==> src/rtl/waveform_mixer_seq.sv <==
// waveform_mixer_seq: time-multiplexed N-channel mixer with one shared shift-add scaler,
// per-channel gain ramping and a saturating or averaging output stage.
module waveform_mixer_seq #(
    parameter int NUM_CH  = 4,
    parameter int WIDTH   = 8,
    parameter int RAMP_EN = 1
) (
    input  logic                      clk,
    input  logic                      rst_n,
    input  logic [NUM_CH*WIDTH-1:0]   samples_in,
    input  logic [NUM_CH*8-1:0]       gains_in,
    input  logic                      mix_mode,
    input  logic                      sample_valid,
    output logic                      busy,
    output logic [WIDTH-1:0]          mixed_out,
    output logic                      out_valid,
    output logic                      overrun
);
    localparam int CW = $clog2(NUM_CH);
    localparam int AW = WIDTH + CW + 1;

    typedef enum logic [1:0] {IDLE, ACCUM, OUTPUT} state_t;
    state_t state, next_state;

    logic [NUM_CH*WIDTH-1:0] samples_q;
    logic [NUM_CH*8-1:0]     gains_q;
    logic                    mode_q;
    logic [CW-1:0]           ch;
    logic [AW-1:0]           acc;
    logic [3:0]              lvl [NUM_CH];

    logic [WIDTH-1:0]   smp;
    logic [7:0]         gain;
    logic [3:0]         tgt, cur, nxt;
    logic [WIDTH+3:0]   ext, prod;
    logic [WIDTH:0]     scaled;
    logic [AW-1:0]      avg;
    logic [WIDTH-1:0]   sat, result;

    always_ff @(posedge clk) begin
        if (!rst_n) state <= IDLE;
        else        state <= next_state;
    end

    always_comb begin
        next_state = state == IDLE  ? (sample_valid ? ACCUM : IDLE) :
                     state == ACCUM ? (ch == CW'(NUM_CH - 1) ? OUTPUT : ACCUM) : IDLE;
    end

    always_comb begin
        busy = state != IDLE;
    end

    // Level update happens before scaling so the new level applies to this frame.
    always_comb begin
        smp    = samples_q[ch*WIDTH +: WIDTH];
        gain   = gains_q[ch*8 +: 8];
        tgt    = gain == 8'd0 ? 4'd0 : {1'b0, gain[7:5]} + 4'd1;
        cur    = lvl[ch];
        nxt    = RAMP_EN == 0 ? tgt : cur < tgt ? cur + 4'd1 : cur > tgt ? cur - 4'd1 : cur;
        ext    = {4'b0, smp};
        prod   = (nxt[0] ? ext : '0) + (nxt[1] ? ext << 1 : '0) +
                 (nxt[2] ? ext << 2 : '0) + (nxt[3] ? ext << 3 : '0);
        scaled = prod[WIDTH+3:3];
        avg    = acc >> CW;
        sat    = acc > AW'((1 << WIDTH) - 1) ? '1 : acc[WIDTH-1:0];
        result = mode_q ? avg[WIDTH-1:0] : sat;
    end

    always_ff @(posedge clk) begin
        if (!rst_n) begin
            samples_q <= '0;
            gains_q   <= '0;
            mode_q    <= 1'b0;
            ch        <= '0;
            acc       <= '0;
            mixed_out <= '0;
            out_valid <= 1'b0;
            overrun   <= 1'b0;
            for (int i = 0; i < NUM_CH; i++) lvl[i] <= '0;
        end else begin
            out_valid <= state == OUTPUT;
            overrun   <= sample_valid && state != IDLE;
            if (state == IDLE && sample_valid) begin
                samples_q <= samples_in;
                gains_q   <= gains_in;
                mode_q    <= mix_mode;
                ch        <= '0;
                acc       <= '0;
            end
            if (state == ACCUM) begin
                lvl[ch] <= nxt;
                acc     <= acc + AW'(scaled);
                ch      <= ch + CW'(1);
            end
            if (state == OUTPUT) mixed_out <= result;
        end
    end
endmodule
==> config.mk <==
export PLATFORM = sky130hd
export DESIGN_NAME = waveform_mixer_seq
export DESIGN_NICKNAME = d
export VERILOG_FILES = /design/src/rtl/waveform_mixer_seq.sv
export SDC_FILE = /design/constraint.sdc
export NUM_CORES = 1
export LEC_CHECK = 0
export CAP_MARGIN = 20
export CORE_MARGIN = 2
export CORE_UTILIZATION = 55
export CTS_CLUSTER_SIZE = 40
export DETAILED_ROUTE_END_ITERATION = 8
export DONT_BUFFER_PORTS = 1
export PLACE_DENSITY_LB_ADDON = 0.25
export SYNTH_ARGS = -nofsm -noshare
export SYNTH_HDL_FRONTEND = slang
export SYNTH_SLANG_ARGS = --single-unit
export TNS_END_PERCENT = 10
==> constraint.sdc <==
create_clock -name clk -period 7.9 [get_ports clk]
set_input_delay 1.975 -clock clk [delete_from_list [all_inputs] [get_ports clk]]
set_output_delay 1.975 -clock clk [all_outputs]
set_load 0.1 [all_outputs]
; Word-level counts from Yosys, hierarchy flattened
; Memory sizes are Yosys's and may differ from the RTL's. A register that Yosys moved wholly into a read port is not among the register bits.
; Cells that the tools add are included.
[classes]
magnitude_cmp = 3
shift = 2
muxes = 26
n_reduce_logical = 7
eq_ne = 3
addsub = 8
[op_table]
columns = cell, count
row1 = 32-bit by 6-bit variable part select with 8-bit output, 2
row2 = 11-bit two-way mux, 3
row3 = 8-bit two-way mux, 3
row4 = 2-bit two-way mux, 8
row5 = 4-bit two-way mux, 4
row6 = 11-bit by 11-bit adder with 12-bit output, 1
row7 = 10-bit by 10-bit adder with 11-bit output, 1
row8 = 11-bit by 9-bit adder with 11-bit output, 1
row9 = "11-bit by 8-bit > comparator with 1-bit output, second input constant", 1
row10 = 8-bit by 9-bit adder with 10-bit output, 1
row11 = 10-bit two-way mux, 1
row12 = 9-bit two-way mux, 1
row13 = 8-bit zero test, 1
row14 = 1-bit two-way mux, 6
row15 = "3-bit by 1-bit adder with 4-bit output, second input constant", 1
row16 = "4-bit by 1-bit adder with 4-bit output, second input constant", 1
row17 = "2-bit == test, second input constant", 2
row18 = 4-bit > comparator, 1
row19 = 4-bit < comparator, 1
row20 = 2-bit nonzero test, 2
row21 = 4-bit OR reduction, 1
row22 = "4-bit by 1-bit subtractor with 4-bit output, second input constant", 1
row23 = "2-bit by 1-bit adder with 2-bit output, second input constant", 1
row24 = "2-bit by 1-bit == test with 1-bit output, second input constant", 1
row25 = 2 further kinds, 3
[totals]
mem_count = 1
inputBits = 68
ff_bits = 90
mem_bits_rw = 16
[memory_table]
columns = name, depth, word_bits, rd, rd_ports_with_merged_regs, write_ports, line_no
row1 = lvl, 4, 4, 1, 1, 4, 30  ; logic [3:0] lvl [NUM_CH];

; Longest topological paths before layout
[logic_depth]
ltp_word = 12
ltp_mapped = 32
depth_no_buf = 30

; Worst setup path before layout
; No wires, ideal clock.
[synth_path]
kind = register -> register
startpoint = reg ch[0]
endpoint = reg acc[10]
stages_incl_launch_ff = 33
required_ps = 7828
synth_period_minus_slack_ps = 6647
arrival_ps = 6575
n_path_buf = 3
setup_slack_ps = 1253
path_cell_list = dfxtp_1 > buf_2 > clkbuf_1 > mux4_2 > nand2_1 > nand2_1 > ha_1 > a21oi_1 > o21ai_2 > mux2i_1 > xnor2_1 > clkbuf_1 > and2_1 > fa_1 > inv_1 > fa_1 > inv_1 > ha_1 > inv_1 > fa_1 > inv_1 > a21o_1 > a21oi_1 > a2bb2oi_1 > nor2b_1 > xnor2_1 > ha_1 > a21o_1 > a21o_1 > a21oi_1 > nor2_1 > a31oi_1 > mux2i_1
[synth_between]
elab_chain_len = 12
[synth_lines]
columns = item, line_no
row1 = start: declaration, 28  ; logic [CW-1:0] ch;
row2 = start signal: assignment, 94  ; ch <= ch + CW'(1);
row3 = 32-bit by 6-bit variable part select with 8-bit output, 57  ; gain = gains_q[ch*8 +: 8];
row4 = 3-bit by 1-bit adder with 4-bit output or 8-bit zero test (tied branches), 58  ; tgt = gain == 8'd0 ? 4'd0 : {1'b0, gain[7:5]} + 4'd1;
row5 = 4-bit two-way mux, 58
row6 = 4-bit > comparator, 60  ; nxt = RAMP_EN == 0 ? tgt : cur < tgt ? cur + 4'd1 : cur > tgt ? cur - 4'd1 : cur;
row7 = 4-bit two-way mux (2 in a row), 60
row8 = 8-bit two-way mux or 9-bit two-way mux (tied branches), 62  ; prod = (nxt[0] ? ext : '0) + (nxt[1] ? ext << 1 : '0) +
row9 = 8-bit by 9-bit adder with 10-bit output, 62
row10 = 10-bit by 10-bit adder with 11-bit output, 62
row11 = 11-bit by 11-bit adder with 12-bit output *, 63  ; (nxt[2] ? ext << 2 : '0) + (nxt[3] ? ext << 3 : '0);
row12 = 11-bit by 9-bit adder with 11-bit output *, 93  ; acc <= acc + AW'(scaled);
row13 = 11-bit two-way mux *, 91  ; if (state == ACCUM) begin
row14 = end signal: assignment, 93
row15 = end: declaration, 29  ; logic [AW-1:0] acc;
; Every way passes the cells marked *; elsewhere a longest branch is shown, timed or not.
; A chain may end at the register's enable or synchronous reset.

; Worst setup path in the final report
[layout_path]
startpoint = reg ch[1]
endpoint = reg acc[10]
; Same word-level chain as after synthesis.

==> flow_metrics.env <==
export IMPL_status="finished clean"
export IMPL_first_global_vias=4347
export IMPL_fp_dieW_um=108
export IMPL_dr_pass1_iters=4
export IMPL_p_per_area_nw_per_um2=203
export IMPL_grt_usage_pct=23.0
export IMPL_finalClockSkew_ns=0.00922
export IMPL_yosysTopAreaCellShare_pct=31.2
export IMPL_syn_to_final_growth_pct=4.53
export IMPL_die_area_um2=11600
export IMPL_vias=4375
export IMPL_drtIter0Drc=225
export IMPL_final_layout_size_suffix_gt1_share_pct=6.83
export IMPL_ys_types=53
export IMPL_grt_max_degree=91
export IMPL_synth_cells=644
export IMPL_cap_violations=0
export IMPL_synth_edf_count=16
export IMPL_final_cell_area_um2=6170
export IMPL_gp_congestion=0.904
export IMPL_hold_slack_ns=0.455
export IMPL_clkSinkCount=108
export IMPL_r2r_start="ch[1]"
export IMPL_cts_max_level=3
export IMPL_path_class="register to register"
export IMPL_fmax_mhz=136
export IMPL_cts_root_buf="clkbuf_8"
export IMPL_core_area_um2=10400
export IMPL_routed_wl_um=12500
export IMPL_synth_seq_cells=108
export IMPL_synth_most_common_cell="nand2_1"
export IMPL_clk_pin_slew_ns=0.10
export IMPL_port_buffers=0
export IMPL_yosysWarnings=0
export IMPL_grt_antenna_before_repair=0
export IMPL_critPathRequiredTime_ns=8.20
export IMPL_ctsLongestPathBuffers=2
export IMPL_post_cts_buffers=0
export IMPL_routed_via_density=5.71
export IMPL_critPathMaxStageDelay_ns=0.86
export IMPL_rows=37
export IMPL_setup_violations=0
export IMPL_drc=0
export IMPL_crit_start="ch[1]"
export IMPL_antenna_cells=0
export IMPL_clock_latency_ns=0.37
export IMPL_arrival_ns=7.63
export IMPL_crit_path_top_delay_cell="dfxtp_1"
export IMPL_cp_top_family="adder cells"
export IMPL_vdd_drop_max_v=0.000114
export IMPL_place_detailed_hpwl_um=9200
export IMPL_io_pins=79
export IMPL_synthFlopType="dfxtp_1"
export IMPL_slew_violations=0
export IMPL_overflow=0
export IMPL_syn_area_um2=5910
export IMPL_grt_pass1_wl_um=20900
export IMPL_yosysSeqAreaShare_pct=39.3
export IMPL_avgRoutedWirePerCell_um=16.3
export IMPL_cellLeakagePower_nw=2.48
export IMPL_crit_fanout=19
export IMPL_finalHoldViolCount=0
export IMPL_tns_ns=0
export IMPL_finalNetCount=736
export IMPL_worst_pin_slew_ns=0.981
export IMPL_start_util_pct=56.9
export IMPL_cts_hold_buf=0
export IMPL_finalCritPeriodShare_pct=92.8
export IMPL_min_delay_start="samples_q[19]"
export IMPL_detail_route_antenna_nets=0
export IMPL_endpoint_kind="register"
export IMPL_worstHoldPathType="register to register"
export IMPL_cts_tree="done"
export IMPL_relSlewSlack_pct=34.5
export IMPL_synthTopCellsByArea="dfxtp_1 (31%), nand2_1 (11%), edfxtp_1 (8.1%), a21boi_0 (7.6%), ha_1 (6.1%)"
export IMPL_cts_inserted_buffers=9
export IMPL_yosys_top_cells_count="nand2_1 (166), dfxtp_1 (92), a21boi_0 (60), clkbuf_1 (29), ha_1 (29)"
export IMPL_syn_num_nets=755
export IMPL_crit_buf_inv=3
export IMPL_post_cts_resized=0
export IMPL_min_period_ns=7.33
export IMPL_placed_area_um2=5960
export IMPL_synth_top_cell_by_area="dfxtp_1"
export IMPL_postSynthAreaPerCell_um2=9.17
export IMPL_rsz0062_at_grt="false"
export IMPL_die_h_um=108
export IMPL_start_kind="register"
export IMPL_async_flop_share_pct=0
-- kinds of logic after synthesis --
kind of cell / after synthesis / share of synthesized area [%]
buffers and inverters: 62 / 4.09
AOI/OAI and AO/OA: 134 / 16.0
adders and majority gates: 43 / 10.9
and+or+nand+nor: 260 / 19.7
xor gates and xnor gates: 16 / 2.50
DFF: 108 / 39.3
muxes: 21 / 7.44
-- final cells by class --
| class | count | area [µm²] |
|---|---|---|
| clock buffers | 10 | 128 |
| multi-input cells | 474 | 3350 |
| well taps | 136 | 170 |
| repair buffers | 3 | 35.0 |
| fillers | 939 | 4200 |
| inverters | 29 | 109 |
| flip-flops and latches | 108 | 2320 |
| clock inverters | 6 | 63.8 |
-- where the power goes --
part           switching, mW  internal [mW]
Clock                  0.186          0.147
Combinational          0.181          0.127
Sequential            0.0221          0.589
-- worst reg2reg max path, delay by kind of cell, from the launching register on --
kind | cells | cell delay, ns
mux | 3 | 0.83
buf+inv | 3 | 0.16
compound gates | 9 | 1.74
xor+xnor | 2 | 0.74
simple gates | 6 | 1.03
flops | 1 | 0.86
fa+ha+maj | 6 | 1.90
-- metrics by stage --
step | setup WS, ns | power, mW | instances | utilization [%]
2_1_floorplan | 1.25 | 0.871 | 644 | -
3_3_place_gp | 0.958 | 0.916 | 749 | 57.5
6_report | 0.566 | 1.25 | 766 | 59.5
5_1_grt | 0.0164 | 1.33 | 766 | 59.5
4_1_cts | 0.583 | 1.26 | 765 | 59.3
3_5_place_dp | 0.654 | 0.929 | 749 | 57.5
-- registers in the layout, indices dropped and copies added (netlist names), named ones only --
| register | cells |
|---|---|
| out_valid | 1 |
| mixed_out | 8 |
| samples_q | 32 |
| ch | 2 |
| state | 2 |
| mode_q | 1 |
| gains_q | 32 |
| overrun | 1 |
| lvl | 16 |
| acc | 11 |
-- final timing paths --
check | to | slack [ns] | cells after the start
hold / removal | samples_q[19] | 0.45 | 2
setup / recovery | acc[10] | 0.57 | 29
setup reg to reg | acc[10] | 0.57 | 29
hold reg to reg | samples_q[19] | 0.45 | 2
-- metal layers --
| metal | vias to the layer above | track usage [%] | share of wire, % | wire (µm) |
|---|---|---|---|---|
| met1 | 2082 | 33.2 | 47 | 5850 |
| met5 | - | 0 | 0 | 0 |
| met3 | 7 | 5.51 | 7.4 | 924 |
| li1 | 2146 | - | - | - |
| met4 | 0 | 5.86 | 0.80 | 100 |
| met2 | 140 | 34.7 | 45 | 5580 |
-- placed cells by master (no fill, tap or decap), types with 6 or more instances in the layout --
cell,n
o21ai_0,16
edfxtp_1,16
dfxtp_1,92
nor2b_1,11
nand2_1,165
a21oi_1,14
inv_1,28
o221ai_1,7
nor2_1,18
mux4_2,16
xnor2_1,10
a21boi_0,60
fa_1,14
nand3_1,7
a21boi_1,13
and2_1,26
a21o_1,6
ha_1,29
clkbuf_8,9
(Power assumes the default switching activity.)
